### src/rtl/arm_imm_encoder_if.sv
// arm_imm_encoder_if: request/result bundle for the ARM immediate encoder.
//   start      request, sampled only while the encoder is idle
//   value      32-bit constant to encode, captured with an accepted start
//   busy       search in progress
//   done       one-cycle completion pulse
//   encodable  a representation was found (valid with done, then held)
//   invert     the representation encodes ~value (valid with done, then held)
//   imm12      {rotate[3:0], imm8[7:0]} (valid with done, then held)
// master drives requests (stimulus / IR builder); slave is the encoder.
interface arm_imm_encoder_if;
    logic        start;
    logic [31:0] value;
    logic        busy;
    logic        done;
    logic        encodable;
    logic        invert;
    logic [11:0] imm12;

    modport master (
        output start,
        output value,
        input  busy,
        input  done,
        input  encodable,
        input  invert,
        input  imm12
    );

    modport slave (
        input  start,
        input  value,
        output busy,
        output done,
        output encodable,
        output invert,
        output imm12
    );
endinterface

### src/rtl/arm_imm_encoder.sv
// arm_imm_encoder: multi-cycle search for the ARM data-processing immediate
// {rotate, imm8} with value == ROR(imm8, 2*rotate). One candidate per clock:
// candidates 0..15 try the captured operand at rotate 0..15, candidates
// 16..31 try its complement (MVN/BIC substitution). First hit wins, so the
// plain form beats the inverted one and the lowest rotation is preferred.
// Ports:
//   clk    rising-edge clock
//   reset  synchronous active-high reset
//   bus    arm_imm_encoder_if.slave (start/value in, busy/done/results out)
module arm_imm_encoder (
    input  logic                  clk,
    input  logic                  reset,
    arm_imm_encoder_if.slave      bus
);

    localparam int unsigned DATA_W = 32;
    localparam int unsigned IDX_W  = 5;
    localparam int unsigned ROT_W  = 4;
    localparam int unsigned IMM8_W = 8;
    localparam int unsigned IMM_W  = ROT_W + IMM8_W;
    localparam int unsigned SH_W   = 6;

    typedef enum logic {
        IDLE   = 1'b0,
        SEARCH = 1'b1
    } state_t;

    state_t              state;
    logic [DATA_W-1:0]   op;
    logic [IDX_W-1:0]    idx;
    logic                busy_q;
    logic                done_q;
    logic                encodable_q;
    logic                invert_q;
    logic [IMM_W-1:0]    imm12_q;

    // Candidate evaluation for the current idx
    logic [DATA_W-1:0]   cand_x_c;
    logic [SH_W-1:0]     cand_sh_c;
    logic [2*DATA_W-1:0] cand_dbl_c;
    logic [DATA_W-1:0]   cand_t_c;
    logic                cand_hit_c;
    logic [ROT_W-1:0]    cand_rot_c;
    logic [IMM8_W-1:0]   cand_imm8_c;
    logic                last_c;

    // Hit test: rotate the candidate left by 2r; it fits iff only the low byte survives.
    always_comb begin
        cand_x_c    = idx[IDX_W-1] ? ~op : op;
        cand_rot_c  = idx[ROT_W-1:0];
        cand_sh_c   = {1'b0, cand_rot_c, 1'b0};
        // Doubling the word makes the left shift behave as a wrap-around rotate.
        cand_dbl_c  = {cand_x_c, cand_x_c} << cand_sh_c;
        cand_t_c    = cand_dbl_c[2*DATA_W-1:DATA_W];
        cand_hit_c  = (cand_t_c[DATA_W-1:IMM8_W] == (DATA_W-IMM8_W)'(0));
        cand_imm8_c = cand_t_c[IMM8_W-1:0];
        last_c      = (idx == IDX_W'(31));
    end

    // Control FSM with registered handshake and result outputs
    always_ff @(posedge clk) begin
        if (reset) begin
            state       <= IDLE;
            op          <= '0;
            idx         <= '0;
            busy_q      <= 1'b0;
            done_q      <= 1'b0;
            encodable_q <= 1'b0;
            invert_q    <= 1'b0;
            imm12_q     <= '0;
        end else begin
            done_q <= 1'b0;
            case (state)
                IDLE: begin
                    if (bus.start) begin
                        op          <= bus.value;
                        idx         <= '0;
                        busy_q      <= 1'b1;
                        encodable_q <= 1'b0;
                        invert_q    <= 1'b0;
                        imm12_q     <= '0;
                        state       <= SEARCH;
                    end
                end
                SEARCH: begin
                    if (cand_hit_c) begin
                        encodable_q <= 1'b1;
                        invert_q    <= idx[IDX_W-1];
                        imm12_q     <= {cand_rot_c, cand_imm8_c};
                        done_q      <= 1'b1;
                        busy_q      <= 1'b0;
                        state       <= IDLE;
                    end else if (last_c) begin
                        encodable_q <= 1'b0;
                        invert_q    <= 1'b0;
                        imm12_q     <= '0;
                        done_q      <= 1'b1;
                        busy_q      <= 1'b0;
                        state       <= IDLE;
                    end else begin
                        idx <= idx + IDX_W'(1);
                    end
                end
                default: begin
                    state  <= IDLE;
                    busy_q <= 1'b0;
                end
            endcase
        end
    end

    assign bus.busy      = busy_q;
    assign bus.done      = done_q;
    assign bus.encodable = encodable_q;
    assign bus.invert    = invert_q;
    assign bus.imm12     = imm12_q;

endmodule

### src/flat_wrapper.sv
// flat-port wrapper written by rule: the top's interface ports become plain ports
module arm_imm_encoder_flat 
  (clk, reset, bus_start, bus_value, bus_busy, bus_done, bus_encodable, bus_invert, bus_imm12);
  arm_imm_encoder_if bus_i ();
  input  logic clk;
  input  logic reset;
  input wire logic [$bits(bus_i.start)-1:0] bus_start;
  input wire logic [$bits(bus_i.value)-1:0] bus_value;
  output wire logic [$bits(bus_i.busy)-1:0] bus_busy;
  output wire logic [$bits(bus_i.done)-1:0] bus_done;
  output wire logic [$bits(bus_i.encodable)-1:0] bus_encodable;
  output wire logic [$bits(bus_i.invert)-1:0] bus_invert;
  output wire logic [$bits(bus_i.imm12)-1:0] bus_imm12;
  assign bus_i.start = bus_start;
  assign bus_i.value = bus_value;
  assign bus_busy = bus_i.busy;
  assign bus_done = bus_i.done;
  assign bus_encodable = bus_i.encodable;
  assign bus_invert = bus_i.invert;
  assign bus_imm12 = bus_i.imm12;
  arm_imm_encoder u_core (.clk(clk), .reset(reset), .bus(bus_i));
endmodule
### config.mk
export PLATFORM = sky130hd
export DESIGN_NAME = arm_imm_encoder_flat
export DESIGN_NICKNAME = d
export VERILOG_FILES = /design/src/rtl/arm_imm_encoder_if.sv /design/src/rtl/arm_imm_encoder.sv /design/src/flat_wrapper.sv
export SDC_FILE = /design/constraint.sdc
export NUM_CORES = 1
export LEC_CHECK = 0
export CORE_ASPECT_RATIO = 1.4
export CORE_MARGIN = 2
export CORE_UTILIZATION = 57
export DETAILED_ROUTE_END_ITERATION = 12
export PLACE_DENSITY = 0.78
export SYNTH_ARGS = -nofsm -noshare
export SYNTH_HDL_FRONTEND = slang
export SYNTH_SLANG_ARGS = --single-unit
### constraint.sdc
create_clock -name clk -period 3.4 [get_ports clk]
set_input_delay 0.51 -clock clk [delete_from_list [all_inputs] [get_ports clk]]
set_output_delay 0.51 -clock clk [all_outputs]
set_load 0.02 [all_outputs]
---- Yosys cells after proc, flatten, opt, wreduce, memory -nomap -nowiden ----
Cells that the tools add are included.
word-level totals
  bits in registers ....................... 54
  logic and storage cells ................. 46
  output and inout bits ................... 16
operators by class
  reductions and logical operators ........ 5
  muxes and demuxes ....................... 24
  bitwise gates (word level) .............. 2
  add/subtract/negate cells ............... 1
  shift-type cells ........................ 1
  equal/unequal tests ..................... 5
operators by type and width
  cell                   number
  $shl A64 B5 Y64        1
  $mux W12               3
  $mux W32               1
  $not A32 Y32           1
  $logic_not A24 Y1      1
  $pmux W12 S2           1
  $mux W5                3
  $mux W1                11
  $pmux W5 S2            1
  $pmux W1 S2            4
  $ne A2 B2 Y1 const B   3
  $add A5 B1 Y5 const B  1
  $eq A5 B5 Y1 const B   1
  $reduce_and A2 Y1      2
  $ne A3 B3 Y1 const B   1
  $reduce_and A3 Y1      1
  $reduce_or A2 Y1       1
  $not A1 Y1             1

---- Depth between registers and ports, before layout ----
Gate-level depths: netlist (run 1).
  depth in word-level cells ............... 6
  gate-level depth with buffers ........... 16

---- Worst setup path after synthesis (run 1) ----
No wires, ideal clock.
  path kind ............................... reg2reg
  from .................................... register u_core.idx[0]
  to ...................................... register u_core.encodable_q, in the netlist u_core.bus.encodable
  clock period less this slack ............ 3.016 ns
  setup slack ............................. 0.384 ns
  setup time .............................. 0.121 ns
  path buffers ............................ 5
  data arrival time ....................... 2.895 ns
  cell stages (with the launch flop) ...... 14
  cells stage by stage .................... dfxtp_1 -> buf_6 -> buf_8 -> buf_8 -> mux4_2 -> or2_0 -> mux4_2 -> a211oi_2 -> nand3_1 -> a2111o_1 -> buf_6 -> a31oi_4 -> buf_6 -> o22ai_2
on the way
  word-level cells in the longest chain between the ends .. 4
  elaborated cells on any way between the ends .. 7
  classes of those cells .................. 2 x eq/ne; 1 x shift; 2 x mux; 2 x reduce/logical
ends and longest elaborated chain
  what                                                                      RTL line                source
  start: declaration                                                        arm_imm_encoder.sv:30   logic [IDX_W-1:0] idx;
  start signal: assignment                                                  arm_imm_encoder.sv:101  idx <= idx + IDX_W'(1);
  $shl A64 B5 Y64                                                           arm_imm_encoder.sv:53   cand_dbl_c = {cand_x_c, cand_x_c} << cand_sh_c;
  $logic_not A24 Y1                                                         arm_imm_encoder.sv:55   cand_hit_c = (cand_t_c[DATA_W-1:IMM8_W] == (DATA_W-IMM8_W)'(0));
  $ne A3 B3 Y1 (no source line) / $mux W1 (equally long branches)           n/a
  $reduce_and A2 Y1 (no source line) / $pmux W1 S2 (equally long branches)  n/a
  end signal: assignment                                                    arm_imm_encoder.sv:68   encodable_q <= 1'b0;
  end signal: assignment                                                    arm_imm_encoder.sv:79   encodable_q <= 1'b0;
  end signal: assignment                                                    arm_imm_encoder.sv:87   encodable_q <= 1'b1;
  end: declaration                                                          arm_imm_encoder.sv:33   logic encodable_q;
Parallel ways exist; a longest one is shown, timed or not.
A chain may end at the register's enable or synchronous reset.

---- Worst setup path in the final report (run 1) ----
  from .................................... register u_core.idx[0]
  to ...................................... register u_core.idx[2]
on the way
  word-level cells in the longest chain between the ends .. 4
  elaborated cells on any way between the ends .. 10
  classes of those cells .................. 1 x add/sub; 3 x eq/ne; 1 x shift; 3 x mux; 2 x reduce/logical
ends and longest elaborated chain
  what                                                                      RTL line
  $shl A64 B5 Y64 / $add A5 B1 Y5 (equally long branches)                   arm_imm_encoder.sv:53, arm_imm_encoder.sv:101
  $logic_not A24 Y1 / $mux W5 (equally long branches)                       arm_imm_encoder.sv:55, arm_imm_encoder.sv:93
  $ne A2 B2 Y1 (no source line) / $mux W5 (equally long branches)           n/a
  $reduce_and A3 Y1 (no source line) / $pmux W5 S2 (equally long branches)  n/a
Parallel ways exist; a longest one is shown, timed or not. The select of a mux whose other input is x is not followed.

==> results of run 1 <==
[registers in the layout (all words and copies together), names as in the netlist]
register              cells
u_core.bus.imm12         12
u_core.idx                5
u_core.state              1
u_core.bus.invert         1
u_core.bus.busy           1
u_core.bus.done           1
u_core.op                32
u_core.bus.encodable      1
[routing by layer]
layer	vias up	part of all wire (%)	track usage [%]
li1	1988	-	-
met1	1928	38	36.8
met2	188	52	57.1
met3	38	6.1	4.07
met4	0	4.3	15.1
met5	-	0	0
[power groups by stage]
stage                     Clock [mW]  Sequential (mW)  Combinational, mW
after floorplan                    0            0.702              0.370
after global placement             0            0.725              0.497
after detailed placement           0            0.726              0.506
after CTS                      0.474            0.711              0.507
after global routing           0.487            0.707              0.600
final                          0.461            0.703              0.551
[path summary, 6_finish.rpt]
kind	startpoint	endpoint	slack, ns	depth (start not counted)
setup / recovery	u_core.idx[0]$_SDFFE_PP0P_	u_core.idx[2]$_SDFFE_PP0P_	0.08	11
hold / removal	u_core.bus.imm12[11]$_SDFFE_PP0P_	u_core.bus.imm12[11]$_SDFFE_PP0P_	0.47	2
setup reg to reg	u_core.idx[0]$_SDFFE_PP0P_	u_core.idx[2]$_SDFFE_PP0P_	0.08	11
hold reg to reg	u_core.bus.imm12[11]$_SDFFE_PP0P_	u_core.bus.imm12[11]$_SDFFE_PP0P_	0.47	2
[area by class of cell]
type / count / area share, %
well taps: 97 / 2.32
inverters: 7 / 0.503
multi-input cells: 401 / 55.6
repair buffers: 105 / 18.6
flip-flops and latches: 54 / 20.8
clock buffers: 5 / 1.32
clock inverters: 3 / 0.911
[worst max-delay path, stage by stage (launching register included)]
cell and delay [ns]:
dfxtp_4 0.39, buf_6 0.16, buf_12 0.15, mux4_2 0.35
or2_0 0.23, mux4_2 0.48, a211oi_2 0.16, nand3_1 0.09
a2111o_1 0.57, buf_4 0.20, nand4_1 0.09, mux2_2 0.34
[metrics by stage]
step / instances / TNS (ns) / setup slack (ns)
floorplan: 511 / 0 / 0.384
global placement: 653 / 0 / 0.0890
detailed placement: 653 / 0 / 0.0396
CTS: 661 / 0 / 0.0117
global route: 672 / -0.00917 / -0.00917
finish: 672 / 0 / 0.0776
[timing repair]
item | 4_1_cts | 5_1_grt
setup buffers | 0 | 11
hold buffers | 0 | 0
gates resized for setup | 0 | 4
setup endpoints to repair | 0 | 17
[cells in the final DEF (no fill, tap or decap), drive strengths merged, types with 4 or more instances in the layout]
cell / n
nand2: 81
buf: 56
dfxtp: 54
clkdlybuf4s50: 49
a21oi: 46
mux2i: 32
nand3: 29
nor2: 26
mux4: 24
nand2b: 20
mux2: 18
nor3: 15
o2bb2ai: 15
xnor2: 11
o21ai: 10
o22ai: 10
inv: 9
or3: 7
nand3b: 7
nand4: 7
clkbuf: 5
a31oi: 4
[cell families after synthesis]
logic type               after synthesis  share of synthesized area (%)
multiplexers                          74                           25.0
AO/OA/AOI/OAI                        103                           15.9
XOR/XNOR                              11                           2.26
adder cells (fa/ha/maj)                2                          0.588
AND/OR/NAND/NOR                      211                           24.4
flip-flops                            54                           25.4
buffers and inverters                 56                           6.50
==> run summary, run 1 <==
Count of endpoints failing hold in the final timing report: 0. The logs give 0 for the max-slew violation total from the final report and 548 for the synthesized netlist net count. The CTS H-tree depth was 2; the initial standard-cell utilization of the core was 58.2%.

The multi-input combinational cells in the finished layout cover a total of 0.00290 sq mm. The number of global-route vias before repair was 4042; the power density over the cells was 329 mW/mm^2. The clock drives 54 sinks.

The TritonCTS buffer count was 5; the number of buffers inserted by port buffering was 50. The largest net degree at the start of global routing was 59; the relative contribution of the clock network to total power was 26.9%. After global routing the overflow that remains totals 0. The post-detailed-route via-to-cell ratio was 6.16; the worst slew margin relative to its limit was 29.0%. The net count of the finished layout is 611.

Part of the power in registers: 41.0%. After synthesis, the cell types taking the most area are dfxtp_1 25%, mux4_2 13%, mux2i_1 7.5%. The area inside the core boundary was 0.00731 sq mm; the fraction of layout cells with a size suffix above 1 was 20.3%. Sequential cells were found to cover 25.4% of the synthesized design area. After detailed placement, the total cell area comes to 0.00498 sq mm.

Clock-pin slew was measured on the worst setup and hold paths at 0.11 ns. TritonCTS built the clock tree. Wires add up to 12500 microns.

Summing all flip-flop and latch instances after layout gives 0.00108 sq mm. The synthesized design contains 54 register bits. For this design the static power due to leakage is 1.90 nW. For this run, the number of Yosys warnings is 0. In the post-synthesis netlist, the cell with the most instances is nand2_1. Cells fill 71.4% of the core in the end. STA classifies the critical path endpoint as a register.

Data arrives at the worst endpoint at 3.55 ns. The first TritonRoute pass finished after 5 iterations. Across all layers, the routed design uses 4142 vias. The die covers 0.00818 sq mm. The floorplan step set the die width to 77.0 microns. Class of the tightest hold or removal check: reg -> reg.

The cell type with the largest total area after synthesis is dfxtp_1. The share of the cycle needed by the critical path after routing was 97.7%; the number of buffers on the longest clock path was 2. The tools report the CTS root buffer as clkbuf_8. The tools report the standard-cell row count as 37.

The final count of negative-setup-slack endpoints is 0. For the pin with the worst max-slew slack, the measured transition is 1.06 ns. At the worst endpoint, the required time is 3.62 ns. The HPWL after detailed placement is 9410 microns, and the number of maximum-capacitance constraint violations is 0.

The antenna diode instance count was 0; the global-route wire length before repair was 20600 microns. Fill cells in the final layout number 600. For this run, the total global-route usage over all layers was measured as 31.7%.

From bottom edge to top edge, the die measures 106 microns. The kind of launch point of the worst setup path was a register. The critical path start-end classification is reg -> reg. The number of enable flip-flop cells after synthesis works out to 0. The peak fanout along the critical path works out to 13. At the later pin of the worst-skew pair, clock insertion delay measures 0.33 ns.

After detailed routing, the number of remaining DRC violations is 0. The tools report the cell area after layout as 0.00522 sq mm. The commonest cells after synthesis are 81 x nand2_1, 54 x dfxtp_1, 46 x a21oi_1. The number of antenna violations at the first check in global routing is 0, and the net switching share of the total power is 32.0%. The count of nets left with antenna violations once routing finished came out at 0. Cell internal power was estimated by the tool at 1.17 mW. The routed design could run at a clock period as short as 3.32 ns. The post-synthesis to final-layout area growth is 22.7%, and the switching power of the nets is 548 uW. Clock skew on the completed layout was measured at 0.0111 ns. After detailed routing, the average wire length per cell comes to 18.5 microns. Of the total power, combinational logic draws 32.1%. The congestion estimate from routability-driven global placement came to 1.04.

After the first detailed-routing iteration, the DRC count stood at 323. For this run, the leading register cell type out of synthesis is dfxtp_1. The tightest hold path in the finished design has a slack of 0.474 ns. VDD sags by at most 0.283 mV. The flow ran to the end, and the final reports show no timing, DRC or antenna violations.

Averaged over all synthesized cells, the footprint is 8.33 sq um. Power comes to 1.72 mW. After synthesis, the netlist uses 56 different library cells. Counting flops with an async set or reset pin after synthesis yields a share of 0%. The mapped netlist covers 0.00426 sq mm. For this run, the top clock speed supported by timing is 301 MHz.

Summed over its instances, the top area cell type makes up 25.4% of the synthesized netlist area. For the instance count of the mapped netlist, the log shows 511. In this run the count of I/O pins placed on the die edge is 51.
No activity file was read; power rests on OpenSTA's default activity.
==> run 2: changes to the inputs <==
--- a/config.mk
+++ b/config.mk
@@ -8,6 +8,7 @@
 export CORE_ASPECT_RATIO = 1.4
 export CORE_MARGIN = 2
 export CORE_UTILIZATION = 57
+export CTS_CLUSTER_SIZE = 30
 export DETAILED_ROUTE_END_ITERATION = 12
 export PLACE_DENSITY = 0.78
 export SYNTH_ARGS = -nofsm -noshare
==> results of run 2 <==
Same layout as run 1: the final DEF is identical, and so are final timing and power.
